$ cat src/rtl/srf04_pkg.sv
// rtl/srf04_pkg.sv - shared SRF04 state encoding, widths and default timing
package srf04_pkg;

  localparam int DIST_W       = 16;
  localparam int TRIG_W_DEF   = 10;
  localparam int MEAS_WIN_DEF = 1000;

  typedef enum logic [2:0] {
    ST_IDLE,
    ST_TRIG,
    ST_BURST,
    ST_ECHO,
    ST_HOLDOFF
  } state_t;

  // Zero or over-range requests fall back to the "no target" width.
  function automatic logic [DIST_W-1:0] clamp_len(input logic [DIST_W-1:0] req,
                                                  input logic [DIST_W-1:0] max_len);
    if (req == '0 || req > max_len) return max_len;
    return req;
  endfunction

endpackage

$ cat src/rtl/srf04_echo_emulator.sv
// rtl/srf04_echo_emulator.sv - SRF04 sensor-side responder: trigger in, delayed echo pulse out
module srf04_echo_emulator
  import srf04_pkg::*;
#(
  parameter int MIN_TRIG  = TRIG_W_DEF,
  parameter int BURST_DLY = 8,
  parameter int ECHO_MAX  = 900,
  parameter int HOLDOFF   = 32
) (
  input  logic              clk,
  input  logic              rst,
  input  logic              Trigger,
  input  logic [DIST_W-1:0] echo_len,
  output logic              EchoPulse,
  output logic              busy,
  output logic              runt_err,
  output logic              clamped,
  output logic              ign_trig
);

  localparam logic [DIST_W-1:0] MIN_C   = DIST_W'(MIN_TRIG);
  localparam logic [DIST_W-1:0] BURST_C = DIST_W'(BURST_DLY);
  localparam logic [DIST_W-1:0] MAX_C   = DIST_W'(ECHO_MAX);
  localparam logic [DIST_W-1:0] HOLD_C  = DIST_W'(HOLDOFF);
  localparam logic              HAS_HOLD = (HOLDOFF != 0);

  state_t            state;
  logic [DIST_W-1:0] cnt;
  logic [DIST_W-1:0] trig_cnt;
  logic [DIST_W-1:0] len;
  logic              trig_prev;
  logic              trig_rise;

  assign trig_rise = Trigger && !trig_prev;

  always_ff @(posedge clk or posedge rst) begin
    if (rst) begin
      state     <= ST_IDLE;
      cnt       <= '0;
      trig_cnt  <= '0;
      len       <= '0;
      trig_prev <= 1'b0;
      EchoPulse <= 1'b0;
      busy      <= 1'b0;
      runt_err  <= 1'b0;
      clamped   <= 1'b0;
      ign_trig  <= 1'b0;
    end else begin
      trig_prev <= Trigger;
      runt_err  <= 1'b0;
      clamped   <= 1'b0;
      ign_trig  <= 1'b0;
      case (state)
        ST_IDLE: begin
          if (trig_rise) begin
            state    <= ST_TRIG;
            trig_cnt <= 16'd1;
            busy     <= 1'b1;
          end
        end
        ST_TRIG: begin
          if (Trigger) begin
            if (trig_cnt < MIN_C) trig_cnt <= trig_cnt + 16'd1;
          end else if (trig_cnt >= MIN_C) begin
            len     <= clamp_len(echo_len, MAX_C);
            clamped <= (echo_len == '0) || (echo_len > MAX_C);
            cnt     <= BURST_C;
            state   <= ST_BURST;
          end else begin
            runt_err <= 1'b1;
            busy     <= 1'b0;
            state    <= ST_IDLE;
          end
        end
        ST_BURST: begin
          ign_trig <= trig_rise;
          if (cnt == 16'd1) begin
            EchoPulse <= 1'b1;
            cnt       <= len;
            state     <= ST_ECHO;
          end else begin
            cnt <= cnt - 16'd1;
          end
        end
        ST_ECHO: begin
          ign_trig <= trig_rise;
          if (cnt == 16'd1) begin
            EchoPulse <= 1'b0;
            if (HAS_HOLD) begin
              cnt   <= HOLD_C;
              state <= ST_HOLDOFF;
            end else begin
              busy  <= 1'b0;
              state <= ST_IDLE;
            end
          end else begin
            cnt <= cnt - 16'd1;
          end
        end
        ST_HOLDOFF: begin
          ign_trig <= trig_rise;
          if (cnt == 16'd1) begin
            busy  <= 1'b0;
            state <= ST_IDLE;
          end else begin
            cnt <= cnt - 16'd1;
          end
        end
        default: begin
          EchoPulse <= 1'b0;
          busy      <= 1'b0;
          state     <= ST_IDLE;
        end
      endcase
    end
  end

endmodule

$ cat config.mk
export PLATFORM = sky130hd
export DESIGN_NAME = srf04_echo_emulator
export DESIGN_NICKNAME = d
export VERILOG_FILES = /design/src/rtl/srf04_pkg.sv /design/src/rtl/srf04_echo_emulator.sv
export SDC_FILE = /design/constraint.sdc
export NUM_CORES = 1
export LEC_CHECK = 0
export BUFFER_PORTS_ARGS = -buffer_cell sky130_fd_sc_hd__buf_2
export CAP_MARGIN = 0
export CORE_ASPECT_RATIO = 1.4
export CORE_MARGIN = 4
export CORE_UTILIZATION = 45
export CTS_CLUSTER_DIAMETER = 30
export DETAILED_ROUTE_END_ITERATION = 7
export GPL_TIMING_DRIVEN = 1
export PLACE_DENSITY = 0.68
export SETUP_SLACK_MARGIN = 0.5
export SYNTH_ARGS = -nofsm -noshare
export SYNTH_HDL_FRONTEND = slang
export SYNTH_SLANG_ARGS = --single-unit
$ cat constraint.sdc
create_clock -name clk -period 5.18 [get_ports clk]
set_input_delay 0.518 -clock clk [delete_from_list [all_inputs] [get_ports clk]]
set_output_delay 0.518 -clock clk [all_outputs]
set_load 0.03 [all_outputs]
### Yosys cells after proc, flatten, opt, wreduce, memory -nomap -nowiden

Cells that the tools add are included.

* output and inout port bits: 5
* bits in registers: 57
* input port bits: 19
* word-level logic and storage cells: 86

* bitwise operators: 3
* equality and inequality tests: 15
* mux-type cells: 37
* $add $sub $neg: 2
* $lt $le $gt $ge: 3
* reduce and logical (&&, ||, !) cells: 16

Operators by type and width (count)
* $mux 16: 10
* $pmux 16 s4: 1
* $pmux 16 s2: 1
* $ne 2x2->1 const B: 10
* $add 16x1->16 const B: 1
* $eq 16x1->1 const B: 1
* $ge 16x4->1 const B: 1
* $gt 16x10->1 const B: 1
* $logic_not 16->1: 1
* $lt 16x4->1 const B: 1
* $mux 1: 16
* $sub 16x1->16 const B: 1
* $mux 3: 5
* $pmux 3 s5: 1
* $reduce_and 5->1: 2
* $reduce_and 4->1: 2
* $eq 3x2->1 const B: 2
* $reduce_and 3->1: 2
* $reduce_or 3->1: 2
* $pmux 1 s4: 1
* $reduce_bool 4->1: 1
* $eq 3x1->1 const B: 1
* $eq 3x3->1 const B: 1
* $logic_not 3->1: 1
* 8 further kinds: 10

### Longest topological paths before layout

* depth after elaboration: 7
* depth in mapped cells: 9
* gate-level depth less buffers: 8

### Worst setup path before layout

Ideal clock, no wire load.

* kind: register to register
* start: reg state[1]
* end: reg cnt[11]
* period minus slack after synthesis: 1896 ps
* arrival time: 1772 ps
* path buffers: 1
* cell stages (with the launch flop): 8
* setup time: 124 ps
* path slack: 3284 ps
* data required time: 5056 ps
* cells stage by stage: dfrtp_1 or2_1 or3_1 o21bai_4 and2_4 buf_6 a22oi_1 nand2_1

* cells in the longest elaborated chain, start to end: 3
* elaborated cells between the ends (all ways): 10
* those cells by class: eq/ne: 7; mux: 1; reduce/logical: 2

RTL lines
* start: declaration: RTL line srf04_echo_emulator.sv:27 `state_t state;`
* start signal: assignment: RTL line srf04_echo_emulator.sv:38 `state <= ST_IDLE;`
* start signal: assignment: RTL line srf04_echo_emulator.sv:56 `state <= ST_TRIG;`
* start signal: assignment: RTL line srf04_echo_emulator.sv:68 `state <= ST_BURST;`
* $eq 3x3->1 (tied with other cells): RTL line srf04_echo_emulator.sv:53 `case (state)`
* $reduce_bool 4->1 (no source line) / $ne 2x2->1 (equally long branches)
* $reduce_and 4->1 (no source line)
* end signal: assignment: RTL line srf04_echo_emulator.sv:79 `cnt <= len;`
* end signal: assignment: RTL line srf04_echo_emulator.sv:82 `cnt <= cnt - 16'd1;`
* end signal: assignment: RTL line srf04_echo_emulator.sv:97 `cnt <= cnt - 16'd1;`
* end: declaration: RTL line srf04_echo_emulator.sv:28 `logic [DIST_W-1:0] cnt;`

Parallel ways exist; a longest one is shown, timed or not.
A chain may end at the register's enable or synchronous reset.

### Worst setup path after layout

* start: reg state[0]
* end: reg len[7]

* cells in the longest elaborated chain, start to end: 2

RTL lines
* $eq 3x1->1: RTL line srf04_echo_emulator.sv:53
* $reduce_and 3->1 (no source line)
* end signal: assignment: RTL line srf04_echo_emulator.sv:65 `len <= clamp_len(echo_len, MAX_C);`
* end: declaration: RTL line srf04_echo_emulator.sv:30 `logic [DIST_W-1:0] len;`

Every way passes these cells.

==> reports/metrics.yaml <==
pwr:
  p_leak_nw: 1.462
  irDropWorstVdd_mv: 0.2275
  p_per_area_nw_per_um2: 528.2
timing:
  max_freq_mhz: 407.0
  rsz0062_at_grt: "no"
  drv_slew: 0
  hold_slack_ns: 0.3502
  skew_ns: 0.01003
  setup_ws_ns: 2.723
  min_period_ns: 2.457
  hold_violations: 0
  fin_tns_setup_ns: 0
  period_share_pct: 47.43
  setup_violations: 0
  worst_slew_pin_slew_ns: 0.7619
  slew_headroom_pct: 48.49
synthesis:
  synthArstFlopShare_pct: 100.0
  synth_cell_types: 58
  synth_top_flop_cell: "dfrtp_1"
  syn-num-nets: 295
  syn-mean-instance-area_sq_um: 10.22
  synth_warnings: 0
  synth.cell_area_sq_um: 2779
  syn_inst: 272
  synth_edf_count: 0
  synth_seq_area_share_pct: 51.33
  ys_seq_elements: 57
place:
  dp_hpwl_mm: 4.574
  port_buffers: 23
  gp_congestion: 0.9455
  preCtsSetupSlack_ns: 2.789
clock_network:
  holdBufCountCts: 0
  postCtsResizedCells: 0
  clockBufferDepth: 2
  cts_tree: "built"
  clk_latency_ns: 0.34
  clock-root-buffer: "clkbuf_8"
  cts_buffers: 9
  cts.clk_slew.worst_paths_ns: 0.07
  post_cts_buffers: 0
  htreeDepth: 3
  clkSinkCount: 57
global_route:
  antenna_found_initial: 0
  grt_max_degree: 58
  grt_pass1_vias: 2290
  grt_first_pass_wirelength_mm: 10.62
  grt.overflow.total: 0
  globalRouteTotalUtil_pct: 18.66
worst_setup_path:
  critPathCapture: "len[7]$_DFFE_PP0P_"
  reg2reg_to: "len[7]$_DFFE_PP0P_"
  reg2reg_slack_ns: 2.72
  reg2reg_from: "state[0]$_DFFE_PP0P_"
  worstRegToRegCells: 5
  worst_setup_path_start_kind: "flop"
  cp-startpoint: "state[0]$_DFFE_PP0P_"
  crit_fanout: 12
  required_ns: 5.40
  critical_path_class: "reg2reg"
  cp_data_arrival_time_ns: 2.68
  endpoint_kind: "flop"
routing:
  detail_route.wl_per_cell_um: 16.61
  drtIter0Drc: 100
  dr_total_vias: 2203
  drc: 0
  drt_wl_total_mm: 6.278
  viasPerCell: 5.828
  final_antenna_net_count: 0
  dr.pass1.iters: 4
min_path:
  hold_depth: 1
  hold_class: "in2reg"
finish:
  areaGrowthSynthToFinish_pct: 15.44
  multi_input_area_sq_um: 1291
  final-seq-area_sq_um: 1426
  drive_above_1_share_pct: 19.81
  n_fill_cell: 543
  final_nets: 326
  diodes: 0
die:
  die_w_um: 74.42
  ios: 24
  core_area_sq_um: 5946
  die_area_sq_um: 7514
  start_util_pct: 46.74
  placementRows: 33
  die_y_um: 101.0
flow_run:
  max_cap_violations: 0
run_status:
  outcome: "finished, final reports clean"
worst max-delay path, cell delays in order (launching register included):
cell and delay [ns]:
dfrtp_1 0.65, inv_1 0.14, or3_1 0.44, nor2_1 0.58
nand2_1 0.28, o22a_1 0.25
worst min-delay path by stage:
stage | from | to | slack (ns)
after floorplan | len[11]$_DFFE_PP0P_ | cnt[11]$_DFFE_PP0P_ | 0.44
after global placement | len[11]$_DFFE_PP0P_ | len[11]$_DFFE_PP0P_ | 0.48
after detailed placement | len[14]$_DFFE_PP0P_ | len[14]$_DFFE_PP0P_ | 0.48
after CTS | Trigger | trig_prev$_DFF_PP0_ | 0.33
after global routing | Trigger | trig_prev$_DFF_PP0_ | 0.35
final | Trigger | trig_prev$_DFF_PP0_ | 0.35
cell type report:
| cell class | count | area share (%) |
|---|---|---|
| clock inverter | 4 | 2.301 |
| inverter | 9 | 1.053 |
| clock buffer | 12 | 5.148 |
| multi-input combinational | 201 | 40.25 |
| sequential | 57 | 44.46 |
| timing repair buffer | 25 | 4.056 |
| tap | 70 | 2.730 |
Yosys cell counts (2+ instances only):
cell type | instances | share of area [%]
o22a_1 | 5 | 1.6
nand2b_1 | 2 | 0.45
a31oi_1 | 3 | 0.68
nand4_1 | 2 | 0.45
o211ai_1 | 2 | 0.54
nor3_2 | 2 | 0.72
xnor2_1 | 3 | 0.95
nor3_1 | 12 | 2.2
nor4_1 | 9 | 2.0
nor4_4 | 2 | 1.5
a32oi_1 | 2 | 0.63
nand3_1 | 5 | 0.90
nand2_1 | 22 | 3.0
nor2_1 | 25 | 3.4
nor2b_1 | 9 | 2.0
clkbuf_1 | 2 | 0.27
dfrtp_1 | 57 | 51
ha_1 | 4 | 1.8
and3_1 | 2 | 0.45
a22o_1 | 6 | 1.9
o21ai_1 | 11 | 2.0
a21oi_1 | 17 | 3.1
o21ai_0 | 14 | 2.5
a22oi_1 | 4 | 1.1
or2_2 | 2 | 0.45
inv_1 | 9 | 1.2
o22ai_1 | 2 | 0.45
and2_1 | 7 | 1.6
per-layer routing:
metal | wire length, um | GRT usage (%) | share of wire (%) | up-vias
met5 | 0 | 0 | 0 | -
met4 | 157 | 11.10 | 2.5 | 0
met1 | 2546 | 21.23 | 41 | 1086
met3 | 248 | 3.094 | 4.0 | 12
li1 | - | - | - | 1056
met2 | 3326 | 31.96 | 53 | 49
where the power goes:
group          total (mW)  switching, mW  internal (mW)
Sequential          0.640          0.115          0.525
Clock               0.483          0.173          0.310
Combinational       0.571          0.354          0.217
Total                1.69          0.643           1.05
stage by stage:
step                      utilization (%)  instances  total power [mW]  instance area [sq um]
after floorplan                         -        272             1.075                   2779
after global placement              49.94        362             1.207                   2969
after detailed placement            49.94        362             1.217                   2969
after CTS                           53.96        378             1.707                   3208
after global routing                53.96        378             1.809                   3208
final                               53.96        378             1.694                   3208
cell usage in the layout (no fill, tap or decap), types with 4 or more instances in the layout:
cell type,n
nand2_1,22
o21ai_1,11
inv_1,8
nor3_1,12
nor4_1,9
a22oi_1,4
a22o_1,6
dfrtp_1,57
o21ai_0,14
nor2_1,25
o22a_1,5
nor2b_1,9
clkbuf_8,12
and2_1,7
ha_1,4
buf_2,23
a21oi_1,17
nand3_1,5
cell families after synthesis:
group                      synth area share (%)
AOI/OAI and AO/OA                         18.33
xor gates and xnor gates                  1.261
adders and majority gates                 1.801
buffers and inverters                     2.206
DFF                                       51.33
and+or+nand+nor                           25.08
state kept, by name, summed over array words and instances (netlist names), 3 cells and up:
| signal | flops |
|---|---|
| cnt | 16 |
| state | 3 |
| len | 16 |
| trig_cnt | 16 |
Power figures use the tool's default switching activity.
